$ cat src/rtl/usbf_ep_tx_fifo_pkg.sv
// Shared constants for the IN-endpoint transmit FIFO: state encodings and width aliases.
package usbf_ep_tx_fifo_pkg;

  localparam int USB_EP0_DATA_DATA_W      = 8;
  localparam int USB_EP0_TX_CTRL_TX_LEN_W = 11;

  typedef enum logic [1:0] {
    USB_TXF_IDLE     = 2'd0,
    USB_TXF_ARMED    = 2'd1,
    USB_TXF_STREAM   = 2'd2,
    USB_TXF_WAIT_ACK = 2'd3
  } txf_state_e;

  function automatic int max_w(input int a, input int b);
    return (a > b) ? a : b;
  endfunction

endpackage

$ cat src/rtl/usbf_ep_tx_fifo_mem.sv
// Packet byte storage: synchronous write, asynchronous read, contents not reset.
module usbf_fifo_mem #(
  parameter int DW    = 8,
  parameter int DEPTH = 64,
  parameter int AW    = $clog2(DEPTH)
) (
  input  logic          clk_i,
  input  logic          wr_en_i,
  input  logic [AW-1:0] wr_addr_i,
  input  logic [DW-1:0] wr_data_i,
  input  logic [AW-1:0] rd_addr_i,
  output logic [DW-1:0] rd_data_o
);

  logic [DW-1:0] mem [DEPTH];

  always_ff @(posedge clk_i) begin
    if (wr_en_i) mem[wr_addr_i] <= wr_data_i;
  end

  assign rd_data_o = mem[rd_addr_i];

endmodule

$ cat src/rtl/usbf_ep_tx_fifo.sv
// Phy-domain transmit buffer for one IN endpoint; holds each packet until ACK so retries replay it.
//
// state    | meaning
// IDLE     | no packet armed; tx_start_i checks length against committed level
// ARMED    | packet armed, waiting for an IN token
// STREAM   | presenting bytes to the packet engine
// WAIT_ACK | packet sent; ACK commits it, retry rewinds to the packet start
module usbf_ep_tx_fifo
  import usbf_ep_tx_fifo_pkg::*;
#(
  parameter int DW    = USB_EP0_DATA_DATA_W,
  parameter int DEPTH = 64,
  parameter int LW    = USB_EP0_TX_CTRL_TX_LEN_W
) (
  input  logic                       phy_clk_i,
  input  logic                       rstn_i,
  input  logic                       wt_req_i,
  input  logic [DW-1:0]              wt_data_i,
  input  logic                       flush_i,
  input  logic                       tx_start_i,
  input  logic [LW-1:0]              tx_len_i,
  input  logic                       token_i,
  input  logic                       data_ready_i,
  input  logic                       ack_i,
  input  logic                       retry_i,
  output logic                       data_valid_o,
  output logic [DW-1:0]              data_o,
  output logic                       data_last_o,
  output logic                       pkt_end_o,
  output logic                       tx_busy_o,
  output logic                       tx_err_o,
  output logic                       tx_complete_o,
  output logic [$clog2(DEPTH):0]     level_o
);

  localparam int AW = $clog2(DEPTH);
  localparam int PW = AW + 1;
  localparam int CW = max_w(LW, PW);

  txf_state_e    state_q, state_d;
  logic [PW-1:0] wr_ptr_q, wr_ptr_d;
  logic [PW-1:0] rd_ptr_q, rd_ptr_d;
  logic [PW-1:0] commit_ptr_q, commit_ptr_d;
  logic [PW-1:0] pkt_start_q, pkt_start_d;
  logic [LW-1:0] len_q, len_d;
  logic [LW-1:0] remaining_q, remaining_d;
  logic          tx_busy_q, tx_busy_d;
  logic          tx_err_q, tx_err_d;
  logic          pkt_end_q, pkt_end_d;
  logic          tx_complete_q, tx_complete_d;

  logic [PW-1:0] level;
  logic          full;
  logic          wr_en;
  logic          len_too_big;
  logic          streaming;

  // Space is reclaimed only on ACK, so level is measured from the commit pointer.
  assign level       = wr_ptr_q - commit_ptr_q;
  assign full        = (level == PW'(DEPTH));
  assign wr_en       = wt_req_i & ~flush_i & ~full;
  assign len_too_big = CW'(tx_len_i) > CW'(level);
  assign streaming   = (state_q == USB_TXF_STREAM);

  usbf_fifo_mem #(
    .DW    (DW),
    .DEPTH (DEPTH),
    .AW    (AW)
  ) u_mem (
    .clk_i     (phy_clk_i),
    .wr_en_i   (wr_en),
    .wr_addr_i (wr_ptr_q[AW-1:0]),
    .wr_data_i (wt_data_i),
    .rd_addr_i (rd_ptr_q[AW-1:0]),
    .rd_data_o (data_o)
  );

  always_comb begin
    state_d       = state_q;
    wr_ptr_d      = wr_ptr_q;
    rd_ptr_d      = rd_ptr_q;
    commit_ptr_d  = commit_ptr_q;
    pkt_start_d   = pkt_start_q;
    len_d         = len_q;
    remaining_d   = remaining_q;
    tx_busy_d     = tx_busy_q;
    tx_err_d      = tx_err_q;
    pkt_end_d     = 1'b0;
    tx_complete_d = 1'b0;

    if (flush_i) begin
      state_d      = USB_TXF_IDLE;
      wr_ptr_d     = '0;
      rd_ptr_d     = '0;
      commit_ptr_d = '0;
      pkt_start_d  = '0;
      remaining_d  = '0;
      tx_busy_d    = 1'b0;
      tx_err_d     = 1'b0;
    end else begin
      if (wr_en) wr_ptr_d = wr_ptr_q + PW'(1);

      unique case (state_q)
        USB_TXF_IDLE: begin
          if (tx_start_i) begin
            len_d    = tx_len_i;
            tx_err_d = 1'b0;
            if (len_too_big) begin
              tx_err_d = 1'b1;
            end else begin
              pkt_start_d = rd_ptr_q;
              tx_busy_d   = 1'b1;
              state_d     = USB_TXF_ARMED;
            end
          end
        end
        USB_TXF_ARMED: begin
          if (token_i) begin
            if (len_q == '0) begin
              pkt_end_d = 1'b1;
              state_d   = USB_TXF_WAIT_ACK;
            end else begin
              remaining_d = len_q;
              state_d     = USB_TXF_STREAM;
            end
          end
        end
        USB_TXF_STREAM: begin
          if (data_ready_i) begin
            rd_ptr_d    = rd_ptr_q + PW'(1);
            remaining_d = remaining_q - LW'(1);
            if (remaining_q == LW'(1)) begin
              pkt_end_d = 1'b1;
              state_d   = USB_TXF_WAIT_ACK;
            end
          end
        end
        USB_TXF_WAIT_ACK: begin
          if (ack_i) begin
            commit_ptr_d  = rd_ptr_q;
            tx_complete_d = 1'b1;
            tx_busy_d     = 1'b0;
            state_d       = USB_TXF_IDLE;
          end else if (retry_i) begin
            rd_ptr_d = pkt_start_q;
            state_d  = USB_TXF_ARMED;
          end
        end
        default: state_d = USB_TXF_IDLE;
      endcase

      // An overflowing write flags an error even if a start clears it this cycle.
      if (wt_req_i && full) tx_err_d = 1'b1;
    end
  end

  always_ff @(posedge phy_clk_i or negedge rstn_i) begin
    if (!rstn_i) begin
      state_q       <= USB_TXF_IDLE;
      wr_ptr_q      <= '0;
      rd_ptr_q      <= '0;
      commit_ptr_q  <= '0;
      pkt_start_q   <= '0;
      len_q         <= '0;
      remaining_q   <= '0;
      tx_busy_q     <= 1'b0;
      tx_err_q      <= 1'b0;
      pkt_end_q     <= 1'b0;
      tx_complete_q <= 1'b0;
    end else begin
      state_q       <= state_d;
      wr_ptr_q      <= wr_ptr_d;
      rd_ptr_q      <= rd_ptr_d;
      commit_ptr_q  <= commit_ptr_d;
      pkt_start_q   <= pkt_start_d;
      len_q         <= len_d;
      remaining_q   <= remaining_d;
      tx_busy_q     <= tx_busy_d;
      tx_err_q      <= tx_err_d;
      pkt_end_q     <= pkt_end_d;
      tx_complete_q <= tx_complete_d;
    end
  end

  assign data_valid_o  = streaming;
  assign data_last_o   = streaming && (remaining_q == LW'(1));
  assign pkt_end_o     = pkt_end_q;
  assign tx_busy_o     = tx_busy_q;
  assign tx_err_o      = tx_err_q;
  assign tx_complete_o = tx_complete_q;
  assign level_o       = level;

endmodule

$ cat config.mk
export PLATFORM = sky130hd
export DESIGN_NAME = usbf_ep_tx_fifo
export DESIGN_NICKNAME = d
export VERILOG_FILES = /design/src/rtl/usbf_ep_tx_fifo_pkg.sv /design/src/rtl/usbf_ep_tx_fifo_mem.sv /design/src/rtl/usbf_ep_tx_fifo.sv
export SDC_FILE = /design/constraint.sdc
export NUM_CORES = 1
export LEC_CHECK = 0
export ABC_AREA = 0
export CELL_PAD_IN_SITES_DETAIL_PLACEMENT = 0
export CELL_PAD_IN_SITES_GLOBAL_PLACEMENT = 1
export CORE_ASPECT_RATIO = 0.8
export CORE_MARGIN = 10
export CORE_UTILIZATION = 38
export CTS_BUF_LIST = sky130_fd_sc_hd__clkbuf_16
export DETAILED_ROUTE_END_ITERATION = 10
export GPL_TIMING_DRIVEN = 0
export PLACE_DENSITY_LB_ADDON = 0.1
export SYNTH_ARGS = -nofsm -noshare
export SYNTH_HDL_FRONTEND = slang
export SYNTH_SLANG_ARGS = --single-unit
export TNS_END_PERCENT = 5
$ cat constraint.sdc
create_clock -name phy_clk_i -period 9.5 [get_ports phy_clk_i]
set_clock_uncertainty 0.05 [all_clocks]
set_input_delay 1.9 -clock phy_clk_i [delete_from_list [all_inputs] [get_ports phy_clk_i]]
set_output_delay 1.9 -clock phy_clk_i [all_outputs]
set_load 0.03 [all_outputs]
Yosys cells after proc, flatten, opt, wreduce, memory -nomap -nowiden
Memories as Yosys holds them, arrays and structs flattened. Cells that the tools add are included.

Add/subtract/negate cells: 4. Reduce and logical (&&, ||, !) cells: 22. $lt $le $gt $ge: 1. Bitwise operators: 4. Multiplexer cells: 50. Eq/ne operators: 16.

Operator list (count): 7-bit two-way mux (13); 11-bit two-way mux (4); 3-bit inequality test, second input constant (8); 11-bit one-hot mux with 2 select lines (1); 1-bit two-way mux (20); 2-bit two-way mux (8); 3-bit nonzero test (5); 7-bit by 1-bit adder with 7-bit output, second input constant (2); 7-bit one-hot mux with 2 select lines (1); 4-bit AND reduction (3); 11-bit by 1-bit == test with 1-bit output, second input constant (1); 11-bit by 7-bit > comparator with 1-bit output (1); 11-bit logical NOT (1); 11-bit by 1-bit subtractor with 11-bit output, second input constant (1); 2-bit nonzero test (5); 2-bit one-hot mux with 4 select lines (1); 7-bit == test, second input constant (1); 7-bit subtractor (1); 3-bit AND reduction (2); 6-bit AND reduction (1); 2-bit == test, second input constant (2); 4-bit inequality test, second input constant (1); 1-bit one-hot mux with 2 select lines (2); 2-bit AND reduction (2); 7 further kinds (10).

Output and inout bits: 21. Word-level logic and storage cells: 109. Memories: 1. Memory bits (writable): 512. Register bits after elaboration: 56. Input port bits: 28.

Memory list: u_mem.mem (words 64, width 8, rd ports 1, clocked after memory_dff 0, wr ports 1, line usbf_ep_tx_fifo_mem.sv:15) `logic [DW-1:0] mem [DEPTH];`.

Longest topological paths before layout
Gate-level depths: netlist of the first run.

Depth in word-level cells: 7. Mapped depth: 15. Mapped depth without buffers: 15.

Modules after synthesis
From an unflattened synthesis of the first run, not the netlist that was laid out.

Cells, all modules: 1334. Area, all modules: 23587.6 um^2.

By module, submodules not included: usbf_fifo_mem (cells an instance 932, area an instance 20006.7 um^2, sequential area each 15374.7 um^2, instances 1); usbf_ep_tx_fifo (cells an instance 402, area an instance 3580.9 um^2, sequential area each 1401.3 um^2, instances 1).

Worst setup path after synthesis of the first run
OpenSTA, ideal clock, no wires.

Path kind: register to output. Start point: register rd_ptr_q[2]. End point: output data_o[0]. Cell stages (with the launch flop): 7. Data required time: 7.550 ns. Slack: 5.076 ns. Path buffers: 3. Arrival: 2.474 ns. Cell sequence: dfrtp_1 > clkbuf_1 > buf_2 > clkbuf_1 > mux4_2 > mux4_2 > mux4_2.

Cells in the longest elaborated chain, start to end: 1.

RTL lines: start, declared (line usbf_ep_tx_fifo.sv:42) `logic [PW-1:0] rd_ptr_q, rd_ptr_d;`; start signal, assigned (line usbf_ep_tx_fifo.sv:173) `rd_ptr_q <= rd_ptr_d;`; memory 64 x 8 bit; end, declared (line usbf_ep_tx_fifo.sv:27) `output logic [DW-1:0] data_o,`.

No other way between the ends.

Worst setup path after layout of the first run
Start point: register rd_ptr_q[2]. End point: output data_o[5].

Same word-level chain as after synthesis.

==> results of run 1 <==
registers in the layout, indices dropped and copies added, names as in the netlist:
signal / flops
tx_complete_o: 1
wr_ptr_q: 7
remaining_q: 11
tx_err_o: 1
pkt_start_q: 7
pkt_end_o: 1
tx_busy_o: 1
len_q: 11
commit_ptr_q: 7
u_mem.mem: 512
state_q: 2
rd_ptr_q: 7
per-layer routing:
layer  track usage (%)  wire [um]  vias to the layer above
li1                  -          -                     5142
met1              24.3      28100                     6354
met2              25.6      27300                      301
met3              4.02       3770                       68
met4              3.80       1050                        0
met5                 0          0                        -
stage by stage:
| step | util, % | total power, mW |
|---|---|---|
| CTS | 43.8 | 7.07 |
| global placement | 40.7 | 4.93 |
| detailed placement | 40.9 | 4.93 |
| global route | 43.8 | 7.29 |
| floorplan | - | 4.16 |
| finish | 43.8 | 6.99 |
logic make-up (layout without fill, tap and decap cells):
| group | after synthesis | after routing | share of synthesized area (%) |
|---|---|---|---|
| buffers and inverters | 97 | 258 | 1.87 |
| and+or+nand+nor | 213 | 213 | 4.21 |
| xor gates and xnor gates | 6 | 6 | 0.317 |
| muxes | 189 | 189 | 17.2 |
| DFF | 568 | 568 | 72.0 |
| AOI/OAI and AO/OA | 112 | 112 | 3.17 |
| adders and majority gates | 22 | 22 | 1.21 |
cell usage after synthesis (2+ instances only):
library cell and number:
mux2_1 2, or3_1 4, a31oi_1 7, a211oi_1 2, o211ai_1 3, xor2_1 3, inv_1 32, nor2_1 92
nor3_1 13, o221ai_1 3, clkbuf_1 37, nor3b_1 3, buf_1 9, nand2b_1 5, a22oi_1 2, or2_2 2
nor2b_1 6, mux2_2 9, a41oi_1 2, nand2_1 43, buf_2 10, and3_1 4, nor4_1 4, o21ai_1 6
o211a_1 2, or3b_2 2, edfxtp_1 512, a21boi_0 2, a21oi_1 33, mux4_2 168, a21o_1 2, nand4_1 7
o21ai_0 24, mux2i_1 10, ha_1 21, nand3b_1 5, dfrtp_1 56, o21a_1 5, buf_6 8, nand3_1 19
o31ai_1 4, a22o_1 3
report_power, final:
part / internal (mW) / total, mW / switching (mW)
combinational: 0.875 / 2.01 / 1.14
clock: 1.16 / 2.13 / 0.965
sequential: 2.79 / 2.85 / 0.0622
total: 4.83 / 6.99 / 2.16
layout make-up:
type	count	area, um^2
Clock inverter	48	298
Fill cell	5335	34200
Clock buffer	58	1450
Inverter	33	124
Tap cell	830	1040
Timing Repair Buffer	55	588
Buffer	64	313
Multi-Input combinational cell	542	6080
Sequential cell	568	16800
worst max path at each step:
| stage | startpoint | slack [ns] | endpoint | cells past startpoint |
|---|---|---|---|---|
| after floorplan | rd_ptr_q[2]$_DFFE_PN0P_ | 5.08 | data_o[0] | 6 |
| after global placement | rd_ptr_q[2]$_DFFE_PN0P_ | 3.36 | data_o[1] | 7 |
| after detailed placement | rd_ptr_q[2]$_DFFE_PN0P_ | 3.39 | data_o[1] | 7 |
| after CTS | rd_ptr_q[2]$_DFFE_PN0P_ | 2.73 | data_o[1] | 7 |
| after global routing | rd_ptr_q[2]$_DFFE_PN0P_ | 2.59 | data_o[1] | 7 |
| final | rd_ptr_q[2]$_DFFE_PN0P_ | 2.78 | data_o[5] | 7 |
cells in the final DEF, fill, tap and decap left out, types with 21 or more instances in the layout:
cell type	n
a21oi_1	33
clkbuf_1	37
clkbuf_16	58
clkdlybuf4s50_1	38
dfrtp_1	56
edfxtp_1	512
ha_1	21
inv_1	50
mux4_2	168
nand2_1	43
nor2_1	92
o21ai_0	24
worst max-delay path: cells and delay by family (launching register included):
| family | cells | cell delay (ns) |
|---|---|---|
| buffers and inverters | 4 | 2.20 |
| multiplexers | 3 | 1.62 |
| flip-flops | 1 | 0.32 |
==> impl_metrics.csv, run 1 <==
group,metric,value,unit
status,status,"complete, no violations",
sta,fin_crit_sh,70.8,%
route,firstDrtPassIters,8,
sta,worst_slew_pin_slew,1.14,ns
die,fp.coreArea,60900,um^2
die,fp-row-count,81,
layout,drive_gt1_share,21.8,%
cts,numCtsBuffers,57,
placed_design,hpwl,40100,um
sta,relSlewSlack,23.5,%
global_route,grt_usage,16.8,%
yosys,yosysTopAreaCell,"edfxtp_1",
yosys,synth_cell_types,63,
die,die_x,297,um
yosys,syn_area_per_cell,19.3,um^2
sta,whs,0.465,ns
global_route,antenna_found_initial,0,
cts,cts_buffer_depth,3,
sta,rsz0062_at_grt,"false",
critical_path,r2r-start,"wr_ptr_q[0]$_DFFE_PN0P_",
cts,hold_buffers,0,
cts,cts-resized-gates,0,
global_route,overflow,0,
die,die_area,71700,um^2
worst_hold_path,worstHoldEndpoint,"len_q[8]$_DFFE_PN0P_",
sta,tns,0,ns
yosys,synthTopCellsByArea,"edfxtp_1, mux4_2, dfrtp_1",
yosys,synth_cells,1207,
layout,syn2layout_area_growth,14.5,%
global_route,grt_pass1_wl,87600,um
yosys,ys_ff_latch,568,
die,start_util,38.2,%
critical_path,rrSetupSlack,4.37,ns
flow_run,drv_cap,0,
critical_path,slowest_stage,"clkbuf_1",
critical_path,slowest_delay,0.87,ns
pwr,leakage,8.50,nW
placed_design,pre_cts_slack,3.39,ns
yosys,syn_area,23300,um^2
cts,cts_tree,"done",
yosys,syn_nets,1257,
placed_design,port_buffers,47,
cts,clk_pin_slew,0.06,ns
cts,cts-root-buf,"clkbuf_16",
critical_path,crit_arrival,4.77,ns
cts,cts_setup_buffers,0,
critical_path,cp.required,7.55,ns
placed_design,place_area,24900,um^2
yosys,async_flop_share,9.86,%
route,num_vias,11865,
worst_hold_path,hp-start,"len_q[8]$_DFFE_PN0P_",
sta,period_needed,6.72,ns
yosys,synth-edff-count,512,
yosys,yosysTopAreaCellShare,66.0,%
placed_design,routabilityCongestion,0.773,
critical_path,end_kind,"output port",
yosys,synth_warnings,0,
worst_hold_path,holdPathStages,1,
critical_path,worstPathCellList,"clkbuf_1, buf_2, clkbuf_1, mux4_2, mux4_2, mux4_2, clkdlybuf4s50_1",
critical_path,reg2reg_depth,12,
route,wl_per_cell,27.4,um
cts,clk_latency,0.61,ns
sta,final.setup.worst_slack,2.78,ns
cts,htreeDepth,2,
global_route,grt_max_degree,57,
route,drc,0,
worst_hold_path,hold_class,"flop to flop",
yosys,ys.flop_type,"edfxtp_1",
layout,fin_nets,1371,
route,postRouteAntennaNets,0,
sta,fmax,149,MHz
placed_design,dpl.cell_count,2092,
layout,final_cells,2198,
global_route,grt_pass1_vias,12042,
route,dr.first_iter.drc_count,1085,
critical_path,reg2reg_to,"u_mem.mem[36][2]$_DFFE_PP_",
yosys,yosysSeqAreaShare,72.0,%
die,die_y,241,um
critical_path,path_common_cell,"mux4_2",
sta,final_max_slew_viol_count,0,
layout,n_antenna_cell,0,
sta,setup_viol,0,
critical_path,worstSetupPathType,"flop to output port",
critical_path,startpoint_type,"flop",
route,wirelength,60200,um
cts,clock-sinks,568,
pwr,peakVddDrop,221,uV
route,viasPerCell,5.40,
layout,final_area,26700,um^2
pwr,p_per_area,262,nW/um^2
die,num_io_pins,49,
critical_path,cp_max_fo,10,
sta,final-hold-violation-count,0,
(Power assumes the default switching activity.)
==> run 2: changes to the inputs <==
- clock period: 9.5 -> 6.17 ns (I/O delays scaled with it)
==> run 2 against run 1 <==
Final area barely moved. Flip-flop and latch count unchanged. Non-clock buffer count is the same.
==> impl_metrics.csv, run 2 (synthesis results as in run 1) <==
group,metric,value,unit
critical_path,r2r-start,"wr_ptr_q[0]$_DFFE_PN0P_",
placed_design,routabilityCongestion,0.773,
critical_path,worstPathCellList,"clkbuf_1, clkbuf_1, mux4_2, mux4_2, mux4_2, clkdlybuf4s50_1",
layout,largest-register,"u_mem.mem",
die,die_area,71700,um^2
worst_hold_path,hp-start,"len_q[8]$_DFFE_PN0P_",
global_route,grt.busiest_layer,"met2",
layout,syn2layout_area_growth,14.5,%
global_route,grt_pass1_vias,12042,
cts,clk_pin_slew,0.06,ns
critical_path,cp.required,4.89,ns
critical_path,rrSetupSlack,1.05,ns
cts,clk_latency,0.61,ns
critical_path,worst-path-stages,6,
layout,multi_input_area,6080,um^2
global_route,overflow,0,
placed_design,hpwl,40100,um
layout,utilization,43.8,%
pwr,peakVddDrop,340,uV
cts,cts-root-buf,"clkbuf_16",
layout,n_antenna_cell,0,
placed_design,port_buffers,47,
route,firstDrtPassIters,5,
sta,worst_slew_pin_slew,1.14,ns
worst_hold_path,holdPathStages,1,
status,status,"complete, no violations",
critical_path,reg2reg_depth,12,
critical_path,crit_arrival,4.53,ns
pwr,p_per_area,403,nW/um^2
critical_path,cp_max_fo,10,
cts,cts_setup_buffers,0,
sta,rsz0062_at_grt,"false",
die,num_io_pins,49,
layout,regArea,16800,um^2
cts,cts_tree,"done",
global_route,antenna_found_initial,0,
route,postRouteAntennaNets,0,
global_route,grt_max_degree,57,
pwr,power,10.8,mW
sta,final-hold-violation-count,0,
die,fp-row-count,81,
route,num_vias,11866,
critical_path,startpoint_type,"flop",
route,wl_per_cell,27.4,um
route,dr.first_iter.drc_count,1089,
die,die_y,241,um
die,die_x,297,um
critical_path,path_common_cell,"mux4_2",
global_route,grtUsageMet1,24.3,%
cts,cts-resized-gates,0,
layout,drive_gt1_share,21.9,%
sta,relSlewSlack,23.6,%
cts,clock-sinks,568,
pwr,leakage,8.50,nW
layout,final_cell_mix,"edfxtp_1, mux4_2, nor2_1",
critical_path,worstSetupPathType,"flop to output port",
global_route,grt_usage,16.8,%
die,start_util,38.2,%
route,wirelength,60200,um
critical_path,end_kind,"output port",
die,fp.coreArea,60900,um^2
cts,htreeDepth,2,
route,viasPerCell,5.40,
critical_path,slowest_delay,0.67,ns
worst_hold_path,worstHoldEndpoint,"len_q[8]$_DFFE_PN0P_",
cts,hold_buffers,0,
critical_path,reg2reg_to,"u_mem.mem[36][2]$_DFFE_PP_",
critical_path,path_delay_family,"buffers and inverters",
sta,whs,0.465,ns
critical_path,crit_buf_inv,3,
flow_run,drv_cap,0,
sta,final_max_slew_viol_count,0,
layout,top_regs,"u_mem.mem x512, len_q x11, remaining_q x11",
critical_path,slowest_stage,"clkbuf_1",
global_route,grt_pass1_wl,87600,um
layout,largest_reg_flops,512,
layout,fill_cells,5337,
sta,fmax,172,MHz
sta,setup_viol,0,
cts,cts_buffer_depth,3,
cts,numCtsBuffers,57,
global_route,use_met3,4.02,%
worst_hold_path,hold_class,"flop to flop",
layout,fin_nets,1371,
global_route,grtUsageMet2,25.6,%
layout,final_common_cell,"edfxtp_1",
sta,period_needed,5.82,ns
sta,fin_crit_sh,94.3,%
sta,tns,0,ns
route,drc,0,
==> run 2: changes by cell type in the layout (fill, tap and decap cells not counted) <==
cell,previous run,this run
clkbuf_1,37,36
clkbuf_2,0,1
==> run 2: per-stage QoR <==
step | std cells | setup slack [ns] | instance area [um^2]
CTS | 2198 | 0.0667 | 26700
detailed placement | 2092 | 0.731 | 24900
finish | 2198 | 0.352 | 26700
global route | 2198 | 0.187 | 26700
global placement | 2084 | 0.696 | 24800
floorplan | 1207 | 2.41 | 23300
==> run 2: cell type report <==
cell class                 instances  share of cell area [%]
clock buffer                      58                    5.44
tap                              830                    3.89
sequential                       568                    62.9
multi-input combinational        542                    22.8
clock inverter                    48                    1.12
buffer                            64                    1.18
inverter                          33                   0.464
timing repair buffer              55                    2.20
==> run 2: worst max path at each step <==
stage / from / to / slack [ns]
after CTS: rd_ptr_q[2]$_DFFE_PN0P_ / data_o[1] / 0.07
after global routing: rd_ptr_q[1]$_DFFE_PN0P_ / data_o[7] / 0.19
after floorplan: rd_ptr_q[2]$_DFFE_PN0P_ / data_o[0] / 2.41
after global placement: rd_ptr_q[2]$_DFFE_PN0P_ / data_o[1] / 0.70
final: rd_ptr_q[1]$_DFFE_PN0P_ / data_o[7] / 0.35
after detailed placement: rd_ptr_q[2]$_DFFE_PN0P_ / data_o[1] / 0.73
==> run 2: power breakdown <==
part	internal, mW	leakage (nW)	switching [mW]
sequential	4.29	5.35	0.0957
combinational	1.35	2.23	1.75
clock	1.79	0.924	1.49
==> run 2: per-layer routing <==
layer	vias up	share of wire, %
met4	0	1.7
met3	68	6.2
met2	293	45
met5	-	0
met1	6364	47
li1	5141	-
==> run 3: changes to the inputs <==
- SKIP_CTS_REPAIR_TIMING: default -> 1
==> results of run 3 <==
Final layout, timing and power as in run 2 (identical DEF).
